==> src/rtl/mgmt_sram_pkg.sv <==
// Shared constants and FSM state type for the management-core SRAM controller.
// Latency: none (types and constants only).
// Backpressure: none (types and constants only).
package mgmt_sram_pkg;

  // Geometry of the 512x32 single-port macro wrapper.
  localparam int SRAM_ADDR_WIDTH = 9;
  localparam int SRAM_NUM_WMASKS = 4;
  localparam int SRAM_DATA_WIDTH = 32;

  // Controller sequencing states.
  typedef enum logic [1:0] {
    IDLE   = 2'd0,
    ACCESS = 2'd1,
    RDWAIT = 2'd2,
    ACK    = 2'd3
  } state_t;

endpackage

==> src/rtl/wb_sram_ctrl.sv <==
// Wishbone classic slave mapping a word-aligned address window onto SRAM port 0.
// Latency: write ack 2 cycles after the hit, read ack (with data) 3 cycles after.
// Backpressure: the bus waits for wb_ack_o; one access in flight, next hit taken the cycle after ack.
module wb_sram_ctrl
  import mgmt_sram_pkg::*;
#(
  parameter int          ADDR_WIDTH = SRAM_ADDR_WIDTH,
  parameter int          DATA_WIDTH = SRAM_DATA_WIDTH,
  parameter int          NUM_WMASKS = SRAM_NUM_WMASKS,
  parameter logic [31:0] BASE_ADDR  = 32'h0000_0000
) (
  input  logic                  core_clk,
  input  logic                  core_rstn,
  input  logic                  wb_cyc_i,
  input  logic                  wb_stb_i,
  input  logic                  wb_we_i,
  input  logic [NUM_WMASKS-1:0] wb_sel_i,
  input  logic [31:0]           wb_adr_i,
  input  logic [DATA_WIDTH-1:0] wb_dat_i,
  output logic [DATA_WIDTH-1:0] wb_dat_o,
  output logic                  wb_ack_o,
  output logic                  sram_csb0,
  output logic                  sram_web0,
  output logic [NUM_WMASKS-1:0] sram_wmask0,
  output logic [ADDR_WIDTH-1:0] sram_addr0,
  output logic [DATA_WIDTH-1:0] sram_din0,
  input  logic [DATA_WIDTH-1:0] sram_dout0
);

  state_t                state_q, state_d;
  logic                  ack_d;
  logic [DATA_WIDTH-1:0] dat_d;
  logic                  csb_d;
  logic                  web_d;
  logic [NUM_WMASKS-1:0] wmask_d;
  logic [ADDR_WIDTH-1:0] addr_d;
  logic [DATA_WIDTH-1:0] din_d;

  logic                  hit;
  logic [ADDR_WIDTH-1:0] word_addr;

  // The byte offset within a word plays no part in a word access.
  logic unused_adr_lsb;
  assign unused_adr_lsb = ^wb_adr_i[1:0];

  // Window decode: upper address bits must match the aligned base.
  assign hit       = wb_cyc_i && wb_stb_i &&
                     (wb_adr_i[31:ADDR_WIDTH+2] == BASE_ADDR[31:ADDR_WIDTH+2]);
  assign word_addr = wb_adr_i[ADDR_WIDTH+1:2];

  // State and every output are registered here; reset parks the macro deselected at once.
  always_ff @(posedge core_clk or negedge core_rstn) begin
    if (!core_rstn) begin
      state_q     <= IDLE;
      wb_ack_o    <= 1'b0;
      wb_dat_o    <= '0;
      sram_csb0   <= 1'b1;
      sram_web0   <= 1'b1;
      sram_wmask0 <= '0;
      sram_addr0  <= '0;
      sram_din0   <= '0;
    end else begin
      state_q     <= state_d;
      wb_ack_o    <= ack_d;
      wb_dat_o    <= dat_d;
      sram_csb0   <= csb_d;
      sram_web0   <= web_d;
      sram_wmask0 <= wmask_d;
      sram_addr0  <= addr_d;
      sram_din0   <= din_d;
    end
  end

  // Next state and next register values; everything holds unless the state says otherwise.
  always_comb begin
    state_d = state_q;
    ack_d   = 1'b0;
    dat_d   = wb_dat_o;
    csb_d   = sram_csb0;
    web_d   = sram_web0;
    wmask_d = sram_wmask0;
    addr_d  = sram_addr0;
    din_d   = sram_din0;
    case (state_q)
      IDLE: begin
        if (hit) begin
          addr_d  = word_addr;
          din_d   = wb_dat_i;
          web_d   = ~wb_we_i;
          wmask_d = wb_we_i ? wb_sel_i : '0;
          // A write with no byte lanes is acked but never selects the macro.
          csb_d   = wb_we_i && (wb_sel_i == '0);
          state_d = ACCESS;
        end
      end
      ACCESS: begin
        // The macro samples at the end of this cycle; deselect for the next one.
        csb_d   = 1'b1;
        web_d   = 1'b1;
        wmask_d = '0;
        if (!wb_cyc_i) begin
          state_d = IDLE;
        end else if (!sram_web0) begin
          ack_d   = 1'b1;
          state_d = ACK;
        end else begin
          state_d = RDWAIT;
        end
      end
      RDWAIT: begin
        if (!wb_cyc_i) begin
          state_d = IDLE;
        end else begin
          dat_d   = sram_dout0;
          ack_d   = 1'b1;
          state_d = ACK;
        end
      end
      ACK: begin
        // Ack is visible this cycle; the bus is not re-sampled until back in IDLE.
        state_d = IDLE;
      end
      default: begin
        state_d = IDLE;
      end
    endcase
  end

endmodule

==> config.mk <==
export PLATFORM = sky130hd
export DESIGN_NAME = wb_sram_ctrl
export DESIGN_NICKNAME = d
export VERILOG_FILES = /design/src/rtl/mgmt_sram_pkg.sv /design/src/rtl/wb_sram_ctrl.sv
export SDC_FILE = /design/constraint.sdc
export NUM_CORES = 1
export LEC_CHECK = 0
export CORE_AREA = 2 2 102 94
export DETAILED_ROUTE_END_ITERATION = 7
export DIE_AREA = 0 0 104 96
export PLACE_DENSITY = 0.84
export SLEW_MARGIN = 30
export SYNTH_ARGS = -nofsm -noshare
export SYNTH_HDL_FRONTEND = slang
export SYNTH_SLANG_ARGS = --single-unit
==> constraint.sdc <==
create_clock -name core_clk -period 2.5 [get_ports core_clk]
set_input_delay 0.25 -clock core_clk [delete_from_list [all_inputs] [get_ports core_clk]]
set_output_delay 0.25 -clock core_clk [all_outputs]
set_load 0.1 [all_outputs]
==> reports/results.ini <==
[clock_network]
cts_sinks = 82
clk_latency_ns = 0.33
clk_path_buf_depth = 2
clk_pin_slew_ns = 0.08
cts_root_buffer = clkbuf_8
cts_tree = built
cts_buffers = 9
htree_levels = 3

[synthesis]
synth_cells = 215
synth_common_cells = dfrtp_1, mux2_2, nor4_1
synth_ff_type = dfrtp_1
yosysTopAreaCell = dfrtp_1
async_reset_ff_frac = 1.00
synth_most_common_cell = dfrtp_1
synth_fp_nets = 324
synth_area_leaders = dfrtp_1, mux2_2, dfstp_2
yosysUniqueCellTypes = 27
yosysSeqAreaShare = 0.622
synth_top_cell_area_share = 0.607
syn_area_mm2 = 0.00330
yosys_warnings = 0
ys_ff_latch = 82
syn_avg_cell_area_um2 = 15.4
synth_edf_count = 0

[detailed_routing]
vias = 2537
wirelength_mm = 8.22
vias_per_cell = 4.76
dr.first_iter.drc_count = 62
drt-pass1-iter-count = 4
ant_nets = 0
wl_per_cell_um = 15.4
drc = 0

[final_layout]
fill_cells = 741
final_cells = 533
area_growth_pct = 60.3
drive_gt1_frac = 0.421
layout.nets = 515
design_area_mm2 = 0.00529
antenna_cells = 0

[critical_path]
criticalPathCategory = input port to register
timing.rr.start = state_q[1]
crit_arrival_ns = 2.41
rrSetupSlack_ns = 0.43
r2r-end = sram_addr0[6]
cp_max_fo = 41
cp.required_ns = 2.72
r2r_cells = 6
critical_path.startpoint_type = input port
crit_start = wb_adr_i[15]
crit_path_end_kind = register
worstSetupEndpoint = sram_addr0[6]

[power_and_ir_drop]
clkPwrFrac = 0.180
ir_drop_mv = 1.15
p_sw_frac = 0.495
p_leak_uw = 0.00254
power_uw = 5840
pwr-share-comb = 0.524
power_switching_uw = 2890
seq_power_share = 0.296
power_density_mw_per_mm2 = 1100
internal-power_uw = 2950

[placed_design]
place_area_mm2 = 0.00506
dp_hpwl_mm = 6.23
dp.cells = 516
gp_congestion = 0.742
port_buffers = 182

[hold_path]
min_path_type = register to register

[die]
fp.dieW_um = 104
die_h_um = 96
die-area_mm2 = 0.00998
start_util = 0.370
io_pins = 185
coreArea_mm2 = 0.00892
row_count = 33

[timing]
setup_viol = 0
skew_ns = 0.00721
rsz0062_at_grt = no
finalHoldViolations = 0
fin_crit_ns = 2.19
max_freq_ghz = 0.456
period_share = 0.877
worst_slew_pin_slew_ns = 0.742
maxSlewHeadroom = 0.505
maxSlewViolCount = 0
setup_tns_ns = 0

[grt]
grt_pass1_wl_mm = 13.0
grt_pass1_vias = 2698
gr-total-overflow = 0
antenna_found_initial = 0
grt_max_degree = 83
grtUsageTotal = 0.164

[outcome]
run_status = completed

[flow_run]
maxCapViolations = 0

## worst max-delay path: stages
cell,delay [ns]
clkdlybuf4s50_1,0.44
nor4_1,0.50
nand2_1,0.21
nor4_4,0.34
buf_12,0.27
mux2_2,0.37
## placed cells by master (no fill, tap or decap), types with 2 or more instances in the layout
cell and instances:
clkdlybuf4s50_1 101, buf_4 83, dfrtp_1 80, mux2_2 71
clkbuf_8 10, nor4_1 7, inv_1 6, nand2_1 5
nor2_1 4, a32o_1 4, ha_1 4, nor3_1 3
mux2_1 3, nand4_1 2, nor2b_1 2, o21ai_0 2
a41oi_1 2, o22a_1 2, bufinv_16 2, clkbuf_1 2
clkinvlp_4 2, dfstp_2 2
## timing repair
action                    CTS  global route
setup buffers               0             0
gates resized for setup     0             0
hold buffers                1             0
hold endpoints to repair   80             0
## cell type report
type	count	area (µm²)	share of cell area
multi-input cells	120	1170	0.221
repair buffers	187	1680	0.317
clock buffers	12	145	0.0274
clock inverters	4	75.1	0.0142
inverters	6	22.5	0.00426
well taps	122	153	0.0288
flip-flops and latches	82	2050	0.388
## logic make-up after synthesis
logic type	Yosys count	synth area share
AOI/OAI and AO/OA	13	0.0315
adders and majority gates	4	0.0152
buffers and inverters	13	0.0239
DFF	82	0.622
muxes	75	0.255
and+or+nand+nor	28	0.0516
## stage by stage
stage                      util  hold slack, ns  worst slack, ns
after floorplan               -         -0.0456            0.592
after global placement    0.567           0.474           0.0846
after detailed placement  0.568           0.347          -0.0499
after CTS                 0.593           0.494            0.320
after global routing      0.593           0.496            0.186
final                     0.593           0.491            0.307
## flip-flops by register name, indices dropped and copies added (netlist names)
name / flops
sram_din0: 32
wb_dat_o: 32
sram_addr0: 9
sram_wmask0: 4
state_q: 2
sram_csb0: 1
sram_web0: 1
wb_ack_o: 1
## power groups by stage
stage | logic (µW) | clock network, µW | registers (µW)
floorplan | 447 | 0 | 3600
global route | 3160 | 1150 | 1760
detailed placement | 3070 | 0 | 1750
finish | 3060 | 1050 | 1730
global placement | 3030 | 0 | 1740
CTS | 3080 | 1090 | 1730
## how the worst min path moves through the flow
stage            startpoint             to  slack [ns]  cells after the start
2_1_floorplan     core_rstn  sram_addr0[0]       -0.05                      0
3_5_place_dp      core_rstn   sram_din0[0]        0.35                      1
6_report       sram_din0[4]   sram_din0[4]        0.49                      1
4_1_cts        sram_din0[5]   sram_din0[5]        0.49                      1
5_1_grt         wb_dat_i[4]   sram_din0[4]        0.50                      2
3_3_place_gp   sram_din0[5]   sram_din0[5]        0.47                      1
## per-layer routing
metal,wire [µm],global-route usage,share of wire,up-vias
met4,162,0.0597,0.020,0
met1,3140,0.175,0.38,1239
met3,675,0.0664,0.082,15
met5,0,0,0,-
met2,4240,0.298,0.52,115
li1,-,-,-,1168
Note: power is estimated with default switching activity, not from simulation.
